===== config.mk =====
export PLATFORM = sky130hd
export DESIGN_NAME = instr_encoder_loader_flat
export DESIGN_NICKNAME = d
export VERILOG_FILES = /design/src/rtl/instr_encoder_loader_if.sv /design/src/rtl/instr_encoder_loader.sv /design/src/flat_wrapper.sv
export SDC_FILE = /design/constraint.sdc
export NUM_CORES = 1
export LEC_CHECK = 0
export CAP_MARGIN = 20
export CORE_ASPECT_RATIO = 0.5
export CORE_MARGIN = 8
export CORE_UTILIZATION = 36
export DETAILED_ROUTE_END_ITERATION = 12
export GPL_TIMING_DRIVEN = 0
export PLACE_DENSITY = 0.87
export SYNTH_ARGS = -nofsm -noshare
export SYNTH_HDL_FRONTEND = slang
export SYNTH_SLANG_ARGS = --single-unit

===== constraint.sdc =====
create_clock -name clk -period 1.3 [get_ports clk]
set_clock_uncertainty 0.05 [all_clocks]
set_input_delay 0.195 -clock clk [delete_from_list [all_inputs] [get_ports clk]]
set_output_delay 0.195 -clock clk [all_outputs]
set_load 0.02 [all_outputs]

===== src/rtl/instr_encoder_loader_if.sv =====
// Field-input handshake and instruction-memory write port of the loader.
// The field producer uses 'master'; the loader uses 'slave'.
interface instr_encoder_loader_if #(
  parameter int ADDR_W = 8
);
  logic              in_valid;
  logic              in_ready;
  logic [2:0]        in_class;
  logic [4:0]        in_rs;
  logic [4:0]        in_rt;
  logic [4:0]        in_rd;
  logic [4:0]        in_shamt;
  logic [5:0]        in_funct;
  logic [15:0]       in_imm;
  logic [25:0]       in_target;
  logic              mem_we;
  logic [ADDR_W-1:0] mem_addr;
  logic [31:0]       mem_wdata;
  logic              mem_ack;

  modport master (
    output in_valid, in_class, in_rs, in_rt, in_rd, in_shamt, in_funct,
           in_imm, in_target, mem_ack,
    input  in_ready, mem_we, mem_addr, mem_wdata
  );

  modport slave (
    input  in_valid, in_class, in_rs, in_rt, in_rd, in_shamt, in_funct,
           in_imm, in_target, mem_ack,
    output in_ready, mem_we, mem_addr, mem_wdata
  );
endinterface


===== src/rtl/instr_encoder_loader.sv =====
// Assembles MIPS instruction words from fields and writes them to instruction
// memory at sequential word addresses, one outstanding write at a time.
module instr_encoder_loader #(
  parameter int ADDR_W = 8,
  parameter int DEPTH  = 256
) (
  input  logic                  clk,
  input  logic                  resetN,
  input  logic                  clr,
  instr_encoder_loader_if.slave bus,
  output logic [ADDR_W:0]       count,
  output logic                  full,
  output logic                  err,
  output logic                  busy
);

  typedef enum logic [1:0] {
    IDLE  = 2'd0,
    WRITE = 2'd1,
    FULL  = 2'd2
  } state_t;

  localparam logic [5:0] OP_R    = 6'b000000;
  localparam logic [5:0] OP_J    = 6'b000010;
  localparam logic [5:0] OP_LW   = 6'b100011;
  localparam logic [5:0] OP_SW   = 6'b101011;
  localparam logic [5:0] OP_BEQ  = 6'b000100;
  localparam logic [5:0] OP_ADDI = 6'b001000;

  localparam logic [ADDR_W-1:0] LAST_ADDR = ADDR_W'(DEPTH - 1);

  state_t            state_reg, state_next;
  logic [ADDR_W-1:0] wr_ptr_reg, wr_ptr_next;
  logic [ADDR_W:0]   count_reg, count_next;
  logic              err_reg, err_next;
  logic [31:0]       word_reg, word_next;

  logic [31:0]       enc_word;
  logic              class_ok;

  // Field encoder; unused fields of each class are simply not routed.
  always_comb begin
    enc_word = 32'd0;
    class_ok = 1'b1;
    case (bus.in_class)
      3'd0: enc_word = {OP_R, bus.in_rs, bus.in_rt, bus.in_rd, bus.in_shamt, bus.in_funct};
      3'd1: enc_word = {OP_J, bus.in_target};
      3'd2: enc_word = {OP_LW, bus.in_rs, bus.in_rt, bus.in_imm};
      3'd3: enc_word = {OP_SW, bus.in_rs, bus.in_rt, bus.in_imm};
      3'd4: enc_word = {OP_BEQ, bus.in_rs, bus.in_rt, bus.in_imm};
      3'd5: enc_word = {OP_ADDI, bus.in_rs, bus.in_rt, bus.in_imm};
      default: class_ok = 1'b0;
    endcase
  end

  always_comb begin
    state_next  = state_reg;
    wr_ptr_next = wr_ptr_reg;
    count_next  = count_reg;
    err_next    = err_reg;
    word_next   = word_reg;
    case (state_reg)
      IDLE: begin
        if (bus.in_valid) begin
          if (class_ok) begin
            word_next  = enc_word;
            state_next = WRITE;
          end else begin
            err_next = 1'b1;
          end
        end
      end
      WRITE: begin
        if (bus.mem_ack) begin
          count_next = count_reg + (ADDR_W + 1)'(1);
          // The pointer parks on the last address so it never wraps.
          if (wr_ptr_reg == LAST_ADDR) begin
            state_next = FULL;
          end else begin
            wr_ptr_next = wr_ptr_reg + ADDR_W'(1);
            state_next  = IDLE;
          end
        end
      end
      FULL: begin
        state_next = FULL;
      end
      default: begin
        state_next = IDLE;
      end
    endcase
  end

  always_ff @(posedge clk) begin
    if (!resetN || clr) begin
      state_reg  <= IDLE;
      wr_ptr_reg <= '0;
      count_reg  <= '0;
      err_reg    <= 1'b0;
      word_reg   <= 32'd0;
    end else begin
      state_reg  <= state_next;
      wr_ptr_reg <= wr_ptr_next;
      count_reg  <= count_next;
      err_reg    <= err_next;
      word_reg   <= word_next;
    end
  end

  // Address and data come straight from registers, so they hold during a wait.
  assign bus.in_ready  = (state_reg == IDLE);
  assign bus.mem_we    = (state_reg == WRITE);
  assign bus.mem_addr  = wr_ptr_reg;
  assign bus.mem_wdata = word_reg;

  assign count = count_reg;
  assign full  = (state_reg == FULL);
  assign err   = err_reg;
  assign busy  = (state_reg != IDLE);

endmodule


===== src/flat_wrapper.sv =====
// flat-port wrapper written by rule: the top's interface ports become plain ports
module instr_encoder_loader_flat 
#(
  parameter int ADDR_W = 8,
  parameter int DEPTH  = 256
)
  (clk, resetN, clr, count, full, err, busy, bus_in_valid, bus_in_class, bus_in_rs, bus_in_rt, bus_in_rd, bus_in_shamt, bus_in_funct, bus_in_imm, bus_in_target, bus_mem_ack, bus_in_ready, bus_mem_we, bus_mem_addr, bus_mem_wdata);
  instr_encoder_loader_if #(.ADDR_W(ADDR_W)) bus_i ();
  input  logic clk;
  input  logic resetN;
  input  logic clr;
  output logic [ADDR_W:0] count;
  output logic full;
  output logic err;
  output logic busy;
  input wire logic [$bits(bus_i.in_valid)-1:0] bus_in_valid;
  input wire logic [$bits(bus_i.in_class)-1:0] bus_in_class;
  input wire logic [$bits(bus_i.in_rs)-1:0] bus_in_rs;
  input wire logic [$bits(bus_i.in_rt)-1:0] bus_in_rt;
  input wire logic [$bits(bus_i.in_rd)-1:0] bus_in_rd;
  input wire logic [$bits(bus_i.in_shamt)-1:0] bus_in_shamt;
  input wire logic [$bits(bus_i.in_funct)-1:0] bus_in_funct;
  input wire logic [$bits(bus_i.in_imm)-1:0] bus_in_imm;
  input wire logic [$bits(bus_i.in_target)-1:0] bus_in_target;
  input wire logic [$bits(bus_i.mem_ack)-1:0] bus_mem_ack;
  output wire logic [$bits(bus_i.in_ready)-1:0] bus_in_ready;
  output wire logic [$bits(bus_i.mem_we)-1:0] bus_mem_we;
  output wire logic [$bits(bus_i.mem_addr)-1:0] bus_mem_addr;
  output wire logic [$bits(bus_i.mem_wdata)-1:0] bus_mem_wdata;
  assign bus_i.in_valid = bus_in_valid;
  assign bus_i.in_class = bus_in_class;
  assign bus_i.in_rs = bus_in_rs;
  assign bus_i.in_rt = bus_in_rt;
  assign bus_i.in_rd = bus_in_rd;
  assign bus_i.in_shamt = bus_in_shamt;
  assign bus_i.in_funct = bus_in_funct;
  assign bus_i.in_imm = bus_in_imm;
  assign bus_i.in_target = bus_in_target;
  assign bus_i.mem_ack = bus_mem_ack;
  assign bus_in_ready = bus_i.in_ready;
  assign bus_mem_we = bus_i.mem_we;
  assign bus_mem_addr = bus_i.mem_addr;
  assign bus_mem_wdata = bus_i.mem_wdata;
  instr_encoder_loader #(.ADDR_W(ADDR_W), .DEPTH(DEPTH)) u_core (.clk(clk), .resetN(resetN), .clr(clr), .bus(bus_i), .count(count), .full(full), .err(err), .busy(busy));
endmodule

==> impl_metrics.ini <==
[synth]
yosys_warnings = 0
syn_nets = 384
syn_avg_cell_area_um2 = 8.24
syn_area_um2 = 2520
ys_seq_area_frac = 0.397
synth-async-reset-ratio = 0
ys.flop_type = dfxtp_1
syn_inst = 306
synth_edf_count = 0
ys_types = 44
synth.ff_latch_count = 50

[hold_path]
hold_class = in -> reg

[floorplan]
core-area_um2 = 6730
io_pins = 130
die_h_um = 75.2
die-area_um2 = 10100
fp-row-count = 21
die_x_um = 134
initial_core_util = 0.375

[cells_and_area]
fillCellCount = 535
final_nets = 540
drive_above_1_share = 0.315
final_common_cell = clkdlybuf4s50_1
largest_reg_flops = 30
syn_to_final_growth_pct = 82.8
fin_util = 0.685
antennaDiodeCount = 0
final_cell_mix = 72 x clkdlybuf4s50_1, 38 x dfxtp_1, 37 x a21oi_1

[status]
violations = setup timing
outcome = finished with violations

[cts]
clkTransAtPathRegs_ns = 0.07
clockRootBuffer = clkbuf_16
cts.sinks = 50
clock_latency_ns = 0.29
cts_tree = done
clk_path_buf_depth = 2
cts_max_level = 2
cts_buffers = 5

[sta]
worst_slack_ns = -0.316
max_freq_ghz = 0.619
rsz0062_at_grt = yes
period_minus_slack_ns = 1.62
hold-worst-slack_ns = 0.290
finalMaxSlewViolations = 0
finalHoldViolCount = 0
min_period_over_period = 1.24
setup_viol = 41
slew_headroom = 0.643
worstMarginPinSlew_ns = 0.535

[setup_path]
worstPathMaxFanout = 8
critPathLaunchType = flip-flop
path_cells = or3b_4 > a21oi_4 > buf_6 > o21ai_2 > a21oi_1
critPathRequiredTime_ns = 1.46
slowest_stage = or3b_4
cp_slowest_stage_delay_ns = 0.43
cp.arrival_ns = 1.78
critPathKind = reg -> reg
crit_buf_inv = 1
path_delay_family = compound AO/OA/AOI/OAI gates
critPathCaptureType = flip-flop

[global_routing]
overflow = 0
grt_max_degree = 17
grt_pass1_vias = 2842
grt_pass1_wl_um = 14600
antenna_found_initial = 0
grt_usage = 0.182

[placement]
gp_congestion = 0.806
dp_hpwl_um = 6950
port_buffers = 127
post-place-ws_ns = -0.651

[detailed_routing]
drt_iter0_markers = 214
ant_nets = 0
avgViaCountPerCell = 5.39
vias = 2993
totalWireLength_um = 10400
dr.pass1.iters = 5
drc = 0
wire_per_inst_um = 18.7

[power]
ir_drop_mv = 0.594
p_per_area_nw_per_um2 = 829
power_leakage_nw = 1.85

[run]
drv_cap = 0
## worst min-delay path: stages
cell	delay, ns
dlymetal6s2s_1	0.14
nand2b_1	0.19
a21oi_2	0.07
## power by group
group	internal, mW	switching (mW)	total, mW
sequential	1.56	0.0284	1.59
combinational	0.475	0.427	0.902
clock	0.714	0.613	1.33
## stage by stage
stage / instance area (um^2) / instances / setup TNS [ns] / total power [mW]
floorplan: 2570 / 306 / -0.423 / 1.97
global placement: 3960 / 525 / -22.05 / 2.36
detailed placement: 3960 / 525 / -23.63 / 2.37
CTS: 4330 / 543 / -6.16 / 3.73
global route: 4610 / 555 / -9.89 / 3.95
finish: 4610 / 555 / -7.80 / 3.82
## cell usage after synthesis, drive strengths merged (2+ instances only)
library cell | n | area share
dfxtp | 50 | 0.40
a21oi | 46 | 0.097
o21ai | 35 | 0.069
nor2 | 31 | 0.046
buf | 17 | 0.040
nand2 | 15 | 0.022
nor3b | 14 | 0.046
a2bb2oi | 12 | 0.042
a221oi | 10 | 0.037
nand3 | 10 | 0.020
clkbuf | 9 | 0.013
xor2 | 9 | 0.031
nand4 | 6 | 0.015
and3 | 5 | 0.012
a31oi | 4 | 0.0099
nor2b | 4 | 0.0099
nor3 | 3 | 0.0060
xnor2 | 3 | 0.010
and4 | 2 | 0.0069
ha | 2 | 0.0099
inv | 2 | 0.0030
nand2b | 2 | 0.0050
o211ai | 2 | 0.0060
## layout make-up
| class | instances | area [um^2] | area share |
|---|---|---|---|
| Multi-Input combinational cell | 228 | 1690 | 0.367 |
| Clock inverter | 3 | 21.3 | 0.00461 |
| Inverter | 2 | 7.51 | 0.00163 |
| Timing Repair Buffer | 151 | 1450 | 0.313 |
| Clock buffer | 5 | 125 | 0.0271 |
| Tap cell | 92 | 115 | 0.0250 |
| Sequential cell | 50 | 1030 | 0.223 |
| Buffer | 24 | 176 | 0.0383 |
## logic make-up (layout without fill, tap and decap cells)
logic type / count (synthesis) / after routing / synth area share
and+or+nand+nor: 99 / 99 / 0.214
xor gates and xnor gates: 12 / 12 / 0.0417
muxes: 1 / 1 / 0.00397
AOI/OAI and AO/OA: 113 / 113 / 0.275
buffers and inverters: 28 / 185 / 0.0565
other: 1 / 1 / 0.00149
adders and majority gates: 2 / 2 / 0.00992
DFF: 50 / 50 / 0.397
## final timing paths
check	start	to	slack (ns)	cells after the start
max	u_core.state_reg[1]$_SDFFE_PP0P_	u_core.bus.mem_wdata[8]$_SDFFE_PP0P_	-0.32	5
min	bus_mem_ack	u_core.state_reg[0]$_SDFFE_PP0P_	0.29	3
min reg2reg	u_core.bus.mem_wdata[29]$_SDFFE_PP0P_	u_core.bus.mem_wdata[29]$_SDFFE_PP0P_	0.44	2
max reg2reg	u_core.state_reg[1]$_SDFFE_PP0P_	u_core.bus.mem_wdata[8]$_SDFFE_PP0P_	-0.32	5
## timing repair
action	in CTS	in global routing
cloned	3	1
setup endpoints to repair	100	62
pin swaps	17	24
hold buffers	0	0
resized for setup	144	73
buffers inserted	9	11
## routing by layer
metal	part of all wire	GRT usage	vias to the layer above	routed length, um
li1	-	-	1427	-
met1	0.38	0.197	1438	3970
met2	0.54	0.344	105	5610
met3	0.057	0.0459	23	588
met4	0.019	0.0641	0	195
met5	0	0	-	0
No activity file was read; power rests on OpenSTA's default activity.
==> variant, RTL diff (same settings) <==
Put one more register stage on the output `count`. The value now appears one clock later. The other outputs are not delayed to match.
--- a/src/rtl/instr_encoder_loader.sv
+++ b/src/rtl/instr_encoder_loader.sv
@@ -113,7 +113,9 @@
   assign bus.mem_addr  = wr_ptr_reg;
   assign bus.mem_wdata = word_reg;
 
-  assign count = count_reg;
+  always_ff @(posedge clk) begin
+    count <= count_reg;
+  end
   assign full  = (state_reg == FULL);
   assign err   = err_reg;
   assign busy  = (state_reg != IDLE);
Behaviour: not the same (Yosys sat finds a counterexample within 4 cycles, from zero or initial values).
==> variant against the unedited design <==
Area after synthesis up 8.3%. First-iteration DRC count up 23%. Critical path type is now in2reg. Setup slack better by 19 ps. The run still ends with setup timing left. Core utilization down 1.7 points. Register-to-register slack better by 50 ps. Cell area up 6.5%. Wire length up 13%. Largest power group is now the clock network. Final cell count up 2.5%. Sequential cell count up 9. Worst hold slack worse by 53 ps. Global-route usage up 0.85 points. Total power up 37%. Non-clock buffer count down 3.
==> variant: results (changes against the unedited design) <==
* CP endpoint: u_core.bus.mem_addr[2]
* DRT iter0 DRCs at 264 (+23%)
* Clock buffer cells at 11 (+6)
* Syn Area/Cell at 8.79 µm² (+6.6%)
* Clk pwr at 2.41 mW (+81%)
* Worst-skew pair later-pin latency at 330 ps (+40 ps)
* Hold path start: bus_in_class[2]
* Fill cells at 492 (-8.0%)
* Fin nets at 546 (+1.1%)
* Hold Path End: u_core.bus.mem_wdata[27]
* Worst reg2reg setup slack at -270 ps (+50 ps)
* Post-synthesis sequential area ratio at 43.2% (+3.5 points)
* Pin count of the biggest net entering global routing at 12 (-5)
* Final setup viols at 53 (+29%)
* TritonCTS Buffers at 9 (+4)
* Placer Congestion at 0.818 (+1.5%)
* Worst Slack Setup Final at -297 ps (+18.7 ps)
* FF+latch count at 59 (+18%)
* Critical Path Fanout Max at 10 (+2)
* Layout cells sized above 1 at 29.2% (-2.4 points)
* Post-layout util at 66.8% (-1.7 points)
* Routed len/inst at 20.5 µm (+9.9%)
* Crit path max-delay cell type: clkdlybuf4s50_1
* DP Worst Slack at -709 ps (-58.5 ps)
* Tap Count at 96 (+4.3%)
* Via count at 3222 (+7.7%)
* Port Buf Inserts at 126 (-0.79%)
* Leakage at 1.97 nW (+6.5%)
* DP HPWL at 7090 µm (+2.1%)
* Failing checks: setup timing
* CP top delay family: buffers and inverters
* Worst vdd ir at 0.000739 V (+25%)
* Status: finished, violations left
* Hold_ws at 238 ps (-52.8 ps)
* Multi-input combinational area share at 33.4% (-3.4 points)
* Resize count post-CTS at 137 (-4.9%)
* Count of plain and timing-repair buffers at 172 (-1.7%)
## variant: cell types whose count changed after synthesis, sizes merged, moves of 2 or more
| cell | unedited run | this run |
|---|---|---|
| nand2 | 15 | 11 |
| nor2b | 4 | 2 |
| dfxtp | 50 | 59 |
| nand3 | 10 | 2 |
| inv | 2 | 5 |
| nor2 | 31 | 29 |
| a31oi | 4 | 7 |
| mux2 | 0 | 3 |
| a21oi | 46 | 50 |
| nor4 | 1 | 3 |
## variant: layer usage
metal / part of all wire (%) / GRT usage [%] / up-vias / wire length [µm]
li1: - / - / 1455 / -
met1: 37 / 18.8 / 1560 / 4360
met2: 53 / 36.4 / 162 / 6180
met3: 5.6 / 5.31 / 45 / 654
met4: 4.1 / 9.77 / 0 / 477
met5: 0 / 0 / - / 0
